File: config.mk
export PLATFORM = sky130hd
export DESIGN_NAME = seg7_scan_reader
export DESIGN_NICKNAME = d
export VERILOG_FILES = /design/src/rtl/seg7_pkg.sv /design/src/rtl/seg7_to_bcd.sv /design/src/rtl/seg7_scan_reader.sv
export SDC_FILE = /design/constraint.sdc
export NUM_CORES = 1
export LEC_CHECK = 0
export CAP_MARGIN = 20
export CORE_MARGIN = 8
export CORE_UTILIZATION = 25
export DETAILED_ROUTE_END_ITERATION = 8
export DONT_BUFFER_PORTS = 1
export MAX_ROUTING_LAYER = met4
export PLACE_DENSITY_LB_ADDON = 0.08
export SLEW_MARGIN = 20
export SYNTH_ARGS = -nofsm -noshare
export SYNTH_HDL_FRONTEND = slang
export SYNTH_SLANG_ARGS = --single-unit
File: constraint.sdc
create_clock -name clk -period 5.45 [get_ports clk]
set_input_delay 0 -clock clk [delete_from_list [all_inputs] [get_ports clk]]
set_output_delay 0 -clock clk [all_outputs]
set_load 0.05 [all_outputs]
File: src/rtl/seg7_pkg.sv
// Shared 7-segment constants and scan FSM state type.
// Segment order is {a,b,c,d,e,f,g}: bit6 = a (top), clockwise, bit0 = g (middle).
package seg7_pkg;

  localparam logic [6:0] SEG_0     = 7'h7E;
  localparam logic [6:0] SEG_1     = 7'h30;
  localparam logic [6:0] SEG_2     = 7'h6D;
  localparam logic [6:0] SEG_3     = 7'h79;
  localparam logic [6:0] SEG_4     = 7'h33;
  localparam logic [6:0] SEG_5     = 7'h5B;
  localparam logic [6:0] SEG_6     = 7'h1F;
  localparam logic [6:0] SEG_7     = 7'h70;
  localparam logic [6:0] SEG_8     = 7'h7F;
  localparam logic [6:0] SEG_9     = 7'h7B;
  localparam logic [6:0] SEG_BLANK = 7'h00;

  // A dark digit reads back as F; anything that is not an exact glyph reads back as E.
  localparam logic [3:0] BCD_BLANK = 4'hF;
  localparam logic [3:0] BCD_ERR   = 4'hE;

  // Per-slot capture state: waiting for a stable strobed digit, or already captured it.
  typedef enum logic {
    SETTLE = 1'b0,
    HOLD   = 1'b1
  } scan_state_t;

endpackage

File: src/rtl/seg7_to_bcd.sv
// Inverse 7-segment decoder: maps an exact segment pattern back to its BCD digit.
// Only exact glyphs are accepted; partial or corrupted patterns are flagged.
module seg7_to_bcd
  import seg7_pkg::*;
(
  input  logic [6:0] seg,
  output logic [3:0] bcd,
  output logic       err
);

  // Exact-match lookup; blank is a legal pattern, everything else unknown is an error.
  always_comb begin
    bcd = BCD_ERR;
    err = 1'b1;
    case (seg)
      SEG_0:     begin bcd = 4'd0;      err = 1'b0; end
      SEG_1:     begin bcd = 4'd1;      err = 1'b0; end
      SEG_2:     begin bcd = 4'd2;      err = 1'b0; end
      SEG_3:     begin bcd = 4'd3;      err = 1'b0; end
      SEG_4:     begin bcd = 4'd4;      err = 1'b0; end
      SEG_5:     begin bcd = 4'd5;      err = 1'b0; end
      SEG_6:     begin bcd = 4'd6;      err = 1'b0; end
      SEG_7:     begin bcd = 4'd7;      err = 1'b0; end
      SEG_8:     begin bcd = 4'd8;      err = 1'b0; end
      SEG_9:     begin bcd = 4'd9;      err = 1'b0; end
      SEG_BLANK: begin bcd = BCD_BLANK; err = 1'b0; end
      default:   begin bcd = BCD_ERR;   err = 1'b1; end
    endcase
  end

endmodule

File: src/rtl/seg7_scan_reader.sv
// Receive side of a multiplexed 7-segment bus: synchronizes the pins, waits for each
// strobed digit to settle, decodes it back to BCD and assembles complete frames
// presented on a valid/ready output.
module seg7_scan_reader
  import seg7_pkg::*;
#(
  parameter int NUM_DIGITS    = 4,
  parameter int STABLE_CYCLES = 8,
  parameter bit SEG_ACT_LOW   = 1'b0,
  parameter bit DIG_ACT_LOW   = 1'b0
) (
  input  logic                    clk,
  input  logic                    rst_n,
  input  logic [6:0]              seg_in,
  input  logic [NUM_DIGITS-1:0]   dig_en,
  output logic                    frame_valid,
  input  logic                    frame_ready,
  output logic [4*NUM_DIGITS-1:0] frame_bcd,
  output logic [NUM_DIGITS-1:0]   frame_err,
  output logic                    overrun
);

  localparam int CNT_W = $clog2(STABLE_CYCLES);
  localparam int IDX_W = (NUM_DIGITS > 1) ? $clog2(NUM_DIGITS) : 1;
  localparam int S_W   = 7 + NUM_DIGITS;
  localparam logic [CNT_W-1:0] CNT_MAX = CNT_W'(STABLE_CYCLES - 1);

  // Synchronizer stages and polarity-corrected sample
  logic [6:0]            seg_s1, seg_s2;
  logic [NUM_DIGITS-1:0] dig_s1, dig_s2;
  logic [6:0]            seg;
  logic [NUM_DIGITS-1:0] dig;
  logic [S_W-1:0]        s, prev;
  logic                  same;
  logic                  dig_onehot;
  logic [IDX_W-1:0]      idx;

  // Capture FSM
  scan_state_t      state, state_next;
  logic [CNT_W-1:0] cnt, cnt_next;
  logic             capture;

  // Decoder outputs
  logic [3:0] dec_bcd;
  logic       dec_err;

  // Pending frame being assembled
  logic [4*NUM_DIGITS-1:0] pend_bcd, next_bcd;
  logic [NUM_DIGITS-1:0]   pend_err, next_err;
  logic [NUM_DIGITS-1:0]   mask, next_mask;
  logic                    complete, out_free, load, drop, accept;

  // Convert a one-hot strobe to its position; only meaningful when the strobe is one-hot.
  function automatic logic [IDX_W-1:0] onehot2idx(input logic [NUM_DIGITS-1:0] oh);
    logic [IDX_W-1:0] r;
    r = '0;
    for (int i = 0; i < NUM_DIGITS; i++) begin
      if (oh[i]) r = IDX_W'(i);
    end
    return r;
  endfunction

  // Two-flop synchronizer on the asynchronous segment and strobe pins.
  always_ff @(posedge clk or negedge rst_n) begin
    if (!rst_n) begin
      seg_s1 <= '0;
      seg_s2 <= '0;
      dig_s1 <= '0;
      dig_s2 <= '0;
    end else begin
      seg_s1 <= seg_in;
      seg_s2 <= seg_s1;
      dig_s1 <= dig_en;
      dig_s2 <= dig_s1;
    end
  end

  assign seg        = SEG_ACT_LOW ? ~seg_s2 : seg_s2;
  assign dig        = DIG_ACT_LOW ? ~dig_s2 : dig_s2;
  assign s          = {seg, dig};
  assign same       = (s == prev);
  assign dig_onehot = (dig != '0) && ((dig & (dig - NUM_DIGITS'(1))) == '0);
  assign idx        = onehot2idx(dig);

  // Previous corrected sample, used to detect a bus that has stopped moving.
  always_ff @(posedge clk or negedge rst_n) begin
    if (!rst_n) prev <= '0;
    else        prev <= s;
  end

  // State register and stability counter.
  always_ff @(posedge clk or negedge rst_n) begin
    if (!rst_n) begin
      state <= SETTLE;
      cnt   <= '0;
    end else begin
      state <= state_next;
      cnt   <= cnt_next;
    end
  end

  // Next-state logic: count identical one-hot samples, capture once, then wait for the bus to move.
  always_comb begin
    state_next = state;
    cnt_next   = cnt;
    capture    = 1'b0;
    case (state)
      SETTLE: begin
        if (!same || !dig_onehot) begin
          cnt_next = '0;
        end else if (cnt == CNT_MAX) begin
          capture    = 1'b1;
          cnt_next   = '0;
          state_next = HOLD;
        end else begin
          cnt_next = cnt + 1'b1;
        end
      end
      HOLD: begin
        if (!same) begin
          cnt_next   = '0;
          state_next = SETTLE;
        end
      end
    endcase
  end

  seg7_to_bcd u_dec (
    .seg (seg),
    .bcd (dec_bcd),
    .err (dec_err)
  );

  // Pending buffer as it would look with the current digit written in; completion looks at this view.
  always_comb begin
    next_bcd  = pend_bcd;
    next_err  = pend_err;
    next_mask = mask;
    next_bcd[4*int'(idx) +: 4] = dec_bcd;
    next_err[idx]              = dec_err;
    next_mask[idx]             = 1'b1;
  end

  assign accept   = frame_valid && frame_ready;
  assign out_free = !frame_valid || frame_ready;
  assign complete = capture && (next_mask == '1);
  assign load     = complete && out_free;
  assign drop     = complete && !out_free;

  // Pending buffer and slot mask; the mask empties whenever a frame completes, kept or dropped.
  always_ff @(posedge clk or negedge rst_n) begin
    if (!rst_n) begin
      pend_bcd <= '0;
      pend_err <= '0;
      mask     <= '0;
    end else if (capture) begin
      pend_bcd <= next_bcd;
      pend_err <= next_err;
      mask     <= complete ? '0 : next_mask;
    end
  end

  // Output register: holds the frame until accepted; a same-edge accept and load keeps valid high.
  always_ff @(posedge clk or negedge rst_n) begin
    if (!rst_n) begin
      frame_valid <= 1'b0;
      frame_bcd   <= '0;
      frame_err   <= '0;
    end else if (load) begin
      frame_valid <= 1'b1;
      frame_bcd   <= next_bcd;
      frame_err   <= next_err;
    end else if (accept) begin
      frame_valid <= 1'b0;
    end
  end

  // One-cycle pulse when a completed frame had nowhere to go.
  always_ff @(posedge clk or negedge rst_n) begin
    if (!rst_n) overrun <= 1'b0;
    else        overrun <= drop;
  end

endmodule
### Yosys cells after proc, flatten, opt, wreduce, memory -nomap -nowiden

Cells that the tools add are included.

| word-level totals | value |
|---|---|
| register bits | 83 |
| word-level logic and storage cells | 76 |

| cells by class | value |
|---|---|
| reductions and logical operators | 17 |
| $lt $le $gt $ge | 2 |
| shift-type cells | 2 |
| bitwise operators | 3 |
| muxes and demuxes | 21 |
| eq/ne operators | 14 |
| add/subtract/negate cells | 3 |

Operators with widths:

| operator | number |
|---|---|
| $eq 7x7->1 const B | 7 |
| $pmux 4 s11 | 1 |
| $neg 4->33 | 1 |
| $shift 4x33->16 const A | 1 |
| $shiftx 4x33->16 | 1 |
| $bwmux 16 | 1 |
| $eq 7x6->1 const B | 2 |
| $eq 11x11->1 | 1 |
| $reduce_or 11->1 | 1 |
| $mux 1 | 9 |
| $mux 3 | 3 |
| $eq 7x5->1 const B | 1 |
| $logic_not 7->1 | 1 |
| $logic_and 1x1->1 | 6 |
| $pmux 3 s2 | 1 |
| $and 4x4->4 | 1 |
| $bwmux 4 | 1 |
| $eq 4x4->1 const B | 1 |
| $logic_not 1->1 | 4 |
| $logic_not 4->1 | 1 |
| $mux 2 | 2 |
| $mux 4 | 1 |
| $or 4x4->4 | 1 |
| $reduce_bool 4->1 | 1 |
| 11 further kinds | 12 |

### Longest topological paths before layout

| logic depth | value |
|---|---|
| word-level depth | 12 |
| gate-level depth with buffers | 9 |

### Modules after synthesis

A second synthesis with hierarchy kept.

| unflattened totals | value |
|---|---|
| cells, all modules | 291 |
| area total of the unflattened synthesis | 3678.5 µm² |

By module, submodules not included:

| module | sequential area each (µm²) | instances | cells an instance | area an instance (µm²) |
|---|---|---|---|---|
| seg7_scan_reader | 2077.0 | 1 | 257 | 3435.8 |
| seg7_to_bcd | 0.0 | 1 | 34 | 242.7 |

### Worst setup path after synthesis

No wires, ideal clock.

| timing | value |
|---|---|
| kind | register -> register |
| from | reg dig_s2[1], in the netlist dig[1] |
| to | reg frame_err[0] |
| stages on the path, launching flop included | 9 |
| arrival time | 2.176 ns |
| setup slack | 3.149 ns |
| path through | dfrtp_1 -> a21oi_1 -> inv_1 -> ha_1 -> o22ai_1 -> nor2_1 -> and4_1 -> buf_4 -> mux2_4 |

| on the way | value |
|---|---|
| longest elaborated chain between the ends | 11 |
| elaborated cells on any way between the ends | 24 |
| classes of those cells | 1 x add/sub; 2 x order compare; 2 x eq/ne; 8 x mux; 2 x bitwise; 9 x reduce/logical |

Ends and longest elaborated chain:

| item | line | source |
|---|---|---|
| start: declaration | seg7_scan_reader.sv:30 | `logic [NUM_DIGITS-1:0] dig_s1, dig_s2;` |
| start signal: assignment | seg7_scan_reader.sv:74 | `dig_s2 <= dig_s1;` |
| $mux 1 | seg7_scan_reader.sv:58 | `if (oh[i]) r = IDX_W'(i);` |
| $mux 2 (2 in series) | seg7_scan_reader.sv:58 |  |
| $lt 2x3->1 (implied by the code) / $ge 2x1->1 (equally long branches) | seg7_scan_reader.sv:140, seg7_scan_reader.sv:141 |  |
| $logic_and 1x1->1 (implied by the code) | seg7_scan_reader.sv:140, seg7_scan_reader.sv:141 |  |
| $mux 1 (implied by the code) | seg7_scan_reader.sv:140, seg7_scan_reader.sv:141 |  |
| $demux 1 s2 | seg7_scan_reader.sv:140, seg7_scan_reader.sv:141 |  |
| $or 4x4->4 (no source line) | n/a |  |
| $eq 4x4->1 | seg7_scan_reader.sv:146 | `assign complete = capture && (next_mask == '1);` |
| $logic_and 1x1->1 | seg7_scan_reader.sv:146 |  |
| $logic_and 1x1->1 | seg7_scan_reader.sv:147 | `assign load = complete && out_free;` |
| end signal: assignment | seg7_scan_reader.sv:172 | `frame_err <= next_err;` |
| end: declaration | seg7_scan_reader.sv:19 | `output logic [NUM_DIGITS-1:0] frame_err,` |

Parallel ways exist; a longest one is shown, timed or not.
A chain may end at the register's enable or synchronous reset.

### Final worst setup path

| timing | value |
|---|---|
| from | reg dig_s2[2], in the netlist dig[2] |
| to | reg frame_valid |

| on the way | value |
|---|---|
| longest elaborated chain between the ends | 11 |
| elaborated cells on any way between the ends | 24 |
| classes of those cells | 1 x add/sub; 2 x order compare; 2 x eq/ne; 7 x mux; 2 x bitwise; 10 x reduce/logical |

Ends and longest elaborated chain:

| item | line | source |
|---|---|---|
| $mux 2 / $sub 4x1->4 (equally long branches) | seg7_scan_reader.sv:58, seg7_scan_reader.sv:82 |  |
| $mux 2 / $and 4x4->4 (equally long branches) | seg7_scan_reader.sv:58, seg7_scan_reader.sv:82 |  |
| $lt 2x3->1 (implied by the code) (tied with other cells) | seg7_scan_reader.sv:141 | `next_mask[idx] = 1'b1;` |
| $logic_and 1x1->1 (on tied branches) | seg7_scan_reader.sv:141, seg7_scan_reader.sv:82 |  |
| $mux 1 (implied by the code) / $logic_not 1->1 (equally long branches) | seg7_scan_reader.sv:141, seg7_scan_reader.sv:109 |  |
| $demux 1 s2 / $logic_or 1x1->1 (equally long branches) | seg7_scan_reader.sv:141, seg7_scan_reader.sv:109 |  |
| $or 4x4->4 (no source line) / $mux 1 (equally long branches) | n/a |  |
| $eq 4x4->1 / $mux 1 (equally long branches) | seg7_scan_reader.sv:146, seg7_scan_reader.sv:107 |  |
| $logic_and 1x1->1 (*) | seg7_scan_reader.sv:146 |  |
| $logic_and 1x1->1 (*) | seg7_scan_reader.sv:147 |  |
| $mux 1 / $reduce_bool 2->1 (equally long branches) | n/a |  |
| end signal: assignment | seg7_scan_reader.sv:166 | `frame_valid <= 1'b0;` |
| end signal: assignment | seg7_scan_reader.sv:170 | `frame_valid <= 1'b1;` |
| end signal: assignment | seg7_scan_reader.sv:174 | `frame_valid <= 1'b0;` |
| end: declaration | seg7_scan_reader.sv:16 | `output logic frame_valid,` |

Every way passes the cells marked *; elsewhere a longest branch is shown, timed or not.

==> results.json <==
{
  "syn_avg_cell_area_um2": 12.7,
  "crit_path_cell_trace": "nor2_1 > a211oi_1 > nor4_1 > nand3_1 > nor3_1 > nand2b_1",
  "total_power_mw": 1.38,
  "worstHoldStart": "seg_in[0]",
  "worstSetupPathType": "flop to flop",
  "yosys-top-cells-count": "dfrtp_1, o21ai_0, mux2_2",
  "antenna_found_initial": 0,
  "power_leakage_nw": 1.81,
  "rr_startpoint": "dig[2]$_DFF_PN0_",
  "cts_root_buf": "clkbuf_16",
  "n_antenna_cell": 0,
  "cts_tree": "built",
  "post_dp_cell_area_um2": 3700,
  "cts.reportedPaths.clkPinSlew_ps": 60,
  "finalCritPeriodShare_pct": 54.3,
  "core_um2": 13900,
  "drt_iter0_markers": 183,
  "hold_viol": 0,
  "min_period_ps": 2960,
  "start_kind": "flop",
  "cts_htree_levels": 3,
  "cts_buffers": 9,
  "end_kind": "flop",
  "status": "finished, final reports clean",
  "yosys_most_used_dff": "dfrtp_1",
  "synth-edff-count": 0,
  "post-synth-top-area-cell": "dfrtp_1",
  "crit_slowest_cell": "nand3_1",
  "wl_mm": 7.81,
  "critPathBufInv": 0,
  "syn_nets": 305,
  "mappedNetlistArea_um2": 3550,
  "grt_usage_pct": 9.85,
  "drc": 0,
  "port-buffer-count": 0,
  "hold-worst-slack_ps": 202,
  "vias": 2160,
  "gp_congestion": 0.746,
  "drive_above_1_share_pct": 16.7,
  "slew_violations": 0,
  "hpwl_mm": 5.13,
  "nets": 319,
  "synth_seq_cells": 83,
  "hp-class": "input pin to flop",
  "yosysUniqueCellTypes": 45,
  "die_width_um": 135,
  "async_reset_ff_share_pct": 100,
  "clk_latency_ps": 350,
  "crit_family": "simple AND/OR/NAND/NOR gates",
  "dr.pass1.iters": 4,
  "initial_core_util_pct": 25.6,
  "fin_tns_setup_ps": 0,
  "ant_nets": 0,
  "die_area_um2": 18300,
  "path_max_fanout": 19,
  "startpoint": "dig[2]$_DFF_PN0_",
  "synth_area_leaders": "dfrtp_1, mux2_2, o21ai_0, o2bb2ai_1, ha_1",
  "viasPerCell": 4.50,
  "clk_path_buf_depth": 2,
  "max_stage_delay_ps": 660,
  "setup_viol": 0,
  "std_cell_rows": 43,
  "yosysWarnings": 0,
  "grt_pass1_vias": 2273,
  "worstPathArrival_ps": 3240,
  "fin_skew_ps": 6.78,
  "grt_max_degree": 84,
  "filler_cell_count": 1408,
  "syn2layout_area_growth_pct": 17.7,
  "max_slew.worst_pin.slew_ps": 1050,
  "cts.sinks": 83,
  "ios": 36,
  "wire_per_inst_um": 16.3,
  "synth_top_area_share_pct": 58.4,
  "synth.most_common_cell": "dfrtp_1",
  "die_h_um": 135,
  "rsz0062_at_grt": "no",
  "design_area_um2": 4180,
  "relSlewSlack_pct": 29.5,
  "gr-total-overflow": 0,
  "drv_cap": 0,
  "max_freq_mhz": 338,
  "grt_pass1_wl_mm": 13.1,
  "fin_util_pct": 30.1,
  "required_ps": 5730,
  "vdd_drop_max_mv": 0.158,
  "powerDensity_nw_per_um2": 329,
  "yosysSeqAreaShare_pct": 58.4,
  "syn-instance-count": 281
}
==> final cells by class <==
class,instances,area [um2],area share (%)
inverters,10,37.5,0.897
multi-input cells,177,1360,32.5
flip-flops and latches,83,2080,49.6
repair buffers,14,158,3.77
clock buffers,9,225,5.38
clock inverters,7,101,2.42
well taps,180,225,5.38
==> worst reg2reg max path: stages, from the launching register on <==
cell      delay [ps]
dfrtp_1          430
nor2_1           390
a211oi_1         160
nor4_1           410
nand3_1          660
nor3_1           660
nand2b_1         180
==> logic make-up (layout without fill, tap and decap cells) <==
group / count (synthesis) / in the layout / share of synthesized area, %
buffers and inverters: 21 / 40 / 3.34
DFF: 83 / 83 / 58.4
adders and majority gates: 10 / 10 / 3.52
AOI/OAI and AO/OA: 72 / 72 / 12.9
and+or+nand+nor: 54 / 54 / 8.91
xor gates and xnor gates: 13 / 13 / 3.20
muxes: 28 / 28 / 9.72
==> final timing paths <==
kind / end / slack, ps / cells past startpoint
max: frame_valid$_DFFE_PN0P_ / 2490 / 6
min: seg_s1[0]$_DFF_PN0_ / 200 / 1
max reg2reg: frame_valid$_DFFE_PN0P_ / 2490 / 6
min reg2reg: seg[0]$_DFF_PN0_ / 350 / 0
max in group asynchronous: dig[3]$_DFF_PN0_ / 4900 / 2
min in group asynchronous: frame_valid$_DFFE_PN0P_ / 210 / 2
==> per-layer routing <==
metal | vias to the layer above | share of wire [%] | routed length (um) | global-route usage, %
met5 | - | 0 | 0 | -
met4 | 0 | 2.1 | 162 | 5.00
met3 | 9 | 6.7 | 524 | 4.01
met2 | 51 | 43 | 3350 | 12.9
met1 | 1050 | 48 | 3770 | 12.7
li1 | 1050 | - | - | -
==> layout by cell type (no fill, tap or decap), types with 8 or more instances in the layout <==
| cell | synthesis | routed |
|---|---|---|
| a21oi_1 | 9 | 9 |
| clkbuf_16 | 0 | 9 |
| dfrtp_1 | 83 | 83 |
| dlygate4sd3_1 | 0 | 13 |
| ha_1 | 10 | 10 |
| inv_1 | 10 | 10 |
| mux2_2 | 20 | 20 |
| mux2_4 | 8 | 8 |
| nand2_1 | 8 | 8 |
| o21ai_0 | 34 | 34 |
| o2bb2ai_1 | 16 | 16 |
| xnor2_1 | 12 | 12 |
==> power by group <==
part	leakage (nW)	internal (mW)	switching (mW)
registers	1.08	0.628	0.0129
clock network	0.152	0.404	0.264
logic	0.578	0.0274	0.0389
==> what timing repair did <==
action,CTS,global route
buffers inserted,0,0
endpoints found under the hold margin,96,0
hold buffers,14,0
resized for setup,0,0
==> flip-flops by register name, summed over array words and instances (netlist names), 3 cells and up <==
name       flops
cnt            3
dig_s1         4
prev          11
seg            7
seg_s1         7
dig            4
pend_bcd      16
frame_err      4
pend_err       4
mask           4
frame_bcd     16
==> metrics by stage <==
step | cells | setup slack (ps)
finish | 480 | 2490
global placement | 450 | 2030
detailed placement | 450 | 2380
floorplan | 281 | 3150
CTS | 480 | 2370
global route | 480 | 2090
Power figures use the tool's default switching activity.
